File: src/rtl/melody_sequencer.sv
// Note-table melody sequencer with tempo/gap timing and a single priority sound-effect
// channel, producing a registered period/gate pair for the square-wave tone generator.
module melody_sequencer #(
    parameter int unsigned TICK_DIV = 251750,
    parameter int unsigned DEPTH    = 32,
    parameter int unsigned PERIOD_W = 18
) (
    input  logic                      clk,
    input  logic                      rst_n,
    input  logic                      wr_en,
    input  logic [$clog2(DEPTH)-1:0]  wr_addr,
    input  logic [PERIOD_W+3:0]       wr_data,
    input  logic [$clog2(DEPTH)-1:0]  seq_len,
    input  logic                      loop,
    input  logic [7:0]                tempo,
    input  logic [7:0]                gap,
    input  logic                      start,
    input  logic                      stop,
    input  logic                      sfx_req,
    input  logic [PERIOD_W-1:0]       sfx_period,
    input  logic [7:0]                sfx_ticks,
    output logic                      sfx_ack,
    output logic [PERIOD_W-1:0]       tone_period,
    output logic                      tone_gate,
    output logic [$clog2(DEPTH)-1:0]  note_index,
    output logic                      busy,
    output logic                      done,
    output logic                      sfx_active
);

    localparam int unsigned IW = $clog2(DEPTH);
    localparam int unsigned PW = (TICK_DIV > 1) ? $clog2(TICK_DIV) : 1;

    typedef enum logic {StIdle, StPlay} state_t;

    state_t                state;
    logic [PW-1:0]         presc;
    logic [11:0]           rem;
    logic [PERIOD_W-1:0]   mel_period;
    logic [7:0]            gap_q;
    logic [7:0]            sfx_cnt;
    logic [PERIOD_W-1:0]   sfx_period_q;
    logic [PERIOD_W+3:0]   note_mem [DEPTH];

    logic                  tick;
    logic                  start_ok;
    logic [IW-1:0]         next_idx;
    logic [PERIOD_W+3:0]   load_entry;
    logic [7:0]            tempo_eff;
    logic [4:0]            beats;
    logic [11:0]           load_total;
    logic                  mel_gate;

    always_ff @(posedge clk) begin
        if (wr_en) begin
            note_mem[wr_addr] <= wr_data;
        end
    end

    always_comb begin
        tick       = (presc == PW'(TICK_DIV - 1));
        start_ok   = (state == StIdle) && start && !stop;
        // Entry to load next: 0 from IDLE or at sequence end, otherwise the following entry.
        next_idx   = ((state == StPlay) && (note_index != seq_len)) ? note_index + IW'(1) : '0;
        load_entry = note_mem[next_idx];
        tempo_eff  = (tempo == 8'd0) ? 8'd1 : tempo;
        beats      = {1'b0, load_entry[3:0]} + 5'd1;
        load_total = {7'b0, beats} * {4'b0, tempo_eff};
        mel_gate   = (state == StPlay) && (mel_period != '0) && (rem > {4'b0, gap_q});
    end

    always_ff @(posedge clk) begin
        if (!rst_n) begin
            state        <= StIdle;
            presc        <= '0;
            rem          <= '0;
            mel_period   <= '0;
            gap_q        <= '0;
            note_index   <= '0;
            busy         <= 1'b0;
            done         <= 1'b0;
            sfx_active   <= 1'b0;
            sfx_ack      <= 1'b0;
            sfx_cnt      <= '0;
            sfx_period_q <= '0;
            tone_period  <= '0;
            tone_gate    <= 1'b0;
        end else begin
            done    <= 1'b0;
            sfx_ack <= 1'b0;

            if (start_ok || tick) begin
                presc <= '0;
            end else begin
                presc <= presc + PW'(1);
            end

            if (stop) begin
                state <= StIdle;
                busy  <= 1'b0;
            end else begin
                case (state)
                    StIdle: begin
                        if (start) begin
                            rem        <= load_total;
                            mel_period <= load_entry[PERIOD_W+3:4];
                            gap_q      <= gap;
                            note_index <= '0;
                            busy       <= 1'b1;
                            state      <= StPlay;
                        end
                    end
                    StPlay: begin
                        if (tick) begin
                            if (rem == 12'd1) begin
                                if ((note_index != seq_len) || loop) begin
                                    rem        <= load_total;
                                    mel_period <= load_entry[PERIOD_W+3:4];
                                    gap_q      <= gap;
                                    note_index <= next_idx;
                                end else begin
                                    state <= StIdle;
                                    busy  <= 1'b0;
                                    done  <= 1'b1;
                                end
                            end else begin
                                rem <= rem - 12'd1;
                            end
                        end
                    end
                    default: state <= StIdle;
                endcase
            end

            // Effect channel runs independently of the melody FSM; the melody keeps time underneath.
            if (!sfx_active) begin
                if (sfx_req) begin
                    sfx_ack      <= 1'b1;
                    sfx_active   <= 1'b1;
                    sfx_period_q <= sfx_period;
                    sfx_cnt      <= (sfx_ticks == 8'd0) ? 8'd1 : sfx_ticks;
                end
            end else if (tick) begin
                if (sfx_cnt == 8'd1) begin
                    sfx_active <= 1'b0;
                end else begin
                    sfx_cnt <= sfx_cnt - 8'd1;
                end
            end

            if (sfx_active) begin
                tone_period <= sfx_period_q;
                tone_gate   <= (sfx_period_q != '0);
            end else begin
                tone_period <= (state == StPlay) ? mel_period : '0;
                tone_gate   <= mel_gate;
            end
        end
    end

endmodule
File: config.mk
export PLATFORM = sky130hd
export DESIGN_NAME = melody_sequencer
export DESIGN_NICKNAME = d
export VERILOG_FILES = /design/src/rtl/melody_sequencer.sv
export SDC_FILE = /design/constraint.sdc
export NUM_CORES = 1
export LEC_CHECK = 0
export BUFFER_PORTS_ARGS = -buffer_cell sky130_fd_sc_hd__buf_2
export CORE_MARGIN = 2
export CORE_UTILIZATION = 50
export DETAILED_ROUTE_END_ITERATION = 10
export PLACE_DENSITY = 0.65
export SETUP_SLACK_MARGIN = 0.5
export SYNTH_ARGS = -nofsm -noshare
export SYNTH_HDL_FRONTEND = slang
export SYNTH_SLANG_ARGS = --single-unit
File: constraint.sdc
create_clock -name clk -period 8.34 [get_ports clk]
set_clock_uncertainty 0.1 [all_clocks]
set_input_delay 1.668 -clock clk [delete_from_list [all_inputs] [get_ports clk]]
set_output_delay 1.668 -clock clk [all_outputs]
set_load 0.005 [all_outputs]
==> impl_metrics.env <==
export IMPL_synth_warnings=0
export IMPL_synth_edf_count=704
export IMPL_clkTransAtPathRegs_ns=0.06
export IMPL_grt_max_degree=160
export IMPL_core_area_mm2=0.0673
export IMPL_internal_power_mw=6.99
export IMPL_rsz0062_at_grt="false"
export IMPL_antenna_cells=0
export IMPL_die_w_um=265
export IMPL_slew_viol_final=0
export IMPL_num_rows=95
export IMPL_timing_final_crit_share_pct=88.9
export IMPL_hp_class="reg2reg"
export IMPL_yosysUniqueCellTypes=83
export IMPL_gr_total_overflow=0
export IMPL_setup_viol=0
export IMPL_hold_violations=0
export IMPL_grt_pass1_wl_um=143000
export IMPL_wl_per_cell_um=26.2
export IMPL_cts_root_buffer="clkbuf_16"
export IMPL_status="complete, no violations"
export IMPL_finalSetupTns_ns=0
export IMPL_synth_common_cells="704 x edfxtp_1, 483 x nand2_1, 136 x nand3_1"
export IMPL_synth_most_common_cell="edfxtp_1"
export IMPL_initial_core_util_pct=50.6
export IMPL_ir_drop_uv=162
export IMPL_swShare_pct=22.4
export IMPL_drc=0
export IMPL_critPathLaunchType="primary input"
export IMPL_tightest_slew_ns=1.31
export IMPL_crit_path_max_fanout=29
export IMPL_cts_max_level=3
export IMPL_fin_hold_ws_ns=0.358
export IMPL_postSynth_asyncResetShare_pct=0
export IMPL_synth_area_mm2=0.0341
export IMPL_io_pins=109
export IMPL_slew_headroom_pct=12.8
export IMPL_postRouteAntennaNets=0
export IMPL_clkSinkCount=815
export IMPL_routed_wl_um=96600
export IMPL_dp_hpwl_um=54900
export IMPL_final_cell_area_mm2=0.0389
export IMPL_port_buffers=108
export IMPL_crit_required_ns=8.72
export IMPL_p_per_area_mw_per_mm2=232
export IMPL_cts_made_buffers=85
export IMPL_p_switching_mw=2.01
export IMPL_clkLatencyLatePin_ns=0.65
export IMPL_ys_ff_latch=815
export IMPL_place_area_mm2=0.0358
export IMPL_holdBufCountCts=0
export IMPL_arrival_ns=7.79
export IMPL_post_route_min_period_ns=7.41
export IMPL_die_h_um=265
export IMPL_seqPwrFrac_pct=50.4
export IMPL_synthTopCellsByArea="edfxtp_1 62%, dfxtp_1 6.5%, nand2_1 5.3%"
export IMPL_power_leakage_nw=13.0
export IMPL_syn2layout_area_growth_pct=14.1
export IMPL_cts_tree="done"
export IMPL_cap_violations=0
export IMPL_combPwrFrac_pct=5.8
export IMPL_firstDrtPassIters=5
export IMPL_routed_via_density=6.26
export IMPL_p_clk_share_pct=43.8
export IMPL_synth_top_area_share_pct=62.1
export IMPL_endpoint_kind="register"
export IMPL_grt_pass1_vias=22600
export IMPL_cts_buffer_depth=3
export IMPL_antenna_found_initial=0
export IMPL_dieArea_mm2=0.0702
export IMPL_vias=23100
export IMPL_grt_total_usage_pct=27.3
export IMPL_drive_above_1_share_pct=14.1
export IMPL_syn_area_per_cell_um2=12.9
export IMPL_synth_nets=2784
export IMPL_gp_congestion=0.923
export IMPL_fmax_ghz=0.135
export IMPL_nets=2884
export IMPL_path_class="in2reg"
export IMPL_seq_area_frac_synth_pct=68.6
export IMPL_synth_flop_cell="edfxtp_1"
export IMPL_synth_largest_area_cell="edfxtp_1"
export IMPL_dr_first_iter_drc_count=2707
export IMPL_syn_inst=2650
-- state kept, by name, indices dropped and copies added, names as in the netlist --
register	count
busy	1
done	1
gap_q	8
mel_period	18
note_index	5
note_mem	704
presc	18
rem	12
sfx_ack	1
sfx_active	1
sfx_cnt	8
sfx_period_q	18
state	1
tone_gate	1
tone_period	18
-- per-layer routing --
metal	vias to the layer above	GRT usage (%)	part of all wire, %
li1	10300	-	-
met1	11500	37.1	41
met2	1117	44.5	47
met3	228	4.23	7.9
met4	0	11.0	3.7
met5	-	0	0
-- path summary, 6_finish.rpt --
check        cells past startpoint  slack (ns)          start       end
min                              2        0.36       gap_q[2]  gap_q[2]
min reg2reg                      2        0.36       gap_q[2]  gap_q[2]
max                             26        0.93     seq_len[2]   rem[11]
max reg2reg                     25        1.10  note_index[1]   rem[11]
-- power by group through the flow --
stage	Sequential, mW	Clock (mW)	Combinational (mW)
detailed placement	4.62	0	0.518
floorplan	4.61	0	0.319
global route	4.54	4.13	0.585
finish	4.54	3.94	0.526
global placement	4.62	0	0.506
CTS	4.54	3.98	0.521
-- cells in the final DEF, fill, tap and decap left out, types with 58 or more instances in the layout --
cell type and instances:
dfxtp_1 110, buf_4 76, nand2_1 483, nand3_1 136, nor2_1 73, a21oi_1 110
mux2i_1 58, a211oi_1 60, clkbuf_16 89, edfxtp_1 704, buf_2 108
-- area by class of cell --
| class | count | area [um^2] |
|---|---|---|
| Clock buffer | 102 | 2320 |
| Clock inverter | 56 | 636 |
| Fill cell | 5293 | 28400 |
| Inverter | 56 | 210 |
| Multi-Input combinational cell | 1604 | 10100 |
| Sequential cell | 815 | 23400 |
| Tap cell | 873 | 1090 |
| Timing Repair Buffer | 188 | 1180 |
-- critical path, stage by stage --
cell      delay [ns]
buf_2           0.10
xor2_1          0.16
or2_1           0.29
buf_12          0.18
o21ai_4         0.34
a221oi_1        0.11
nor3_1          0.18
a211oi_1        0.08
or4_4           0.56
inv_1           0.09
ha_1            0.18
nand3_1         0.14
or3_1           0.39
fa_1            0.52
fa_1            0.43
fa_1            0.49
inv_1           0.04
ha_1            0.31
a21oi_2         0.18
o21bai_1        0.08
a21oi_1         0.21
o21a_1          0.19
o21ai_0         0.15
or4b_1          0.52
nand4_1         0.10
o31ai_1         0.07
-- logic make-up after synthesis --
logic type	after synthesis	synth area share (%)
buffers and inverters	231	2.80
adder cells (fa/ha/maj)	53	2.32
AO/OA/AOI/OAI	555	11.8
AND/OR/NAND/NOR	893	11.6
multiplexers	65	1.94
XOR/XNOR	38	0.999
flip-flops	815	68.6
-- per-stage QoR --
step,utilization [%],cells,setup slack (ns),power (mW)
after floorplan,-,2650,0.538,4.93
after global placement,53.2,3532,0.162,5.13
after detailed placement,53.2,3532,0.0482,5.14
after CTS,57.6,3690,0.699,9.04
after global routing,57.8,3694,0.510,9.26
final,57.8,3694,0.929,9.00
-- repair_timing --
item	4_1_cts	5_1_grt
setup buffers	0	4
resized for setup	0	8
endpoints found under the setup margin	0	2
endpoints found under the hold margin	0	0
Note: power is estimated with default switching activity, not from simulation.
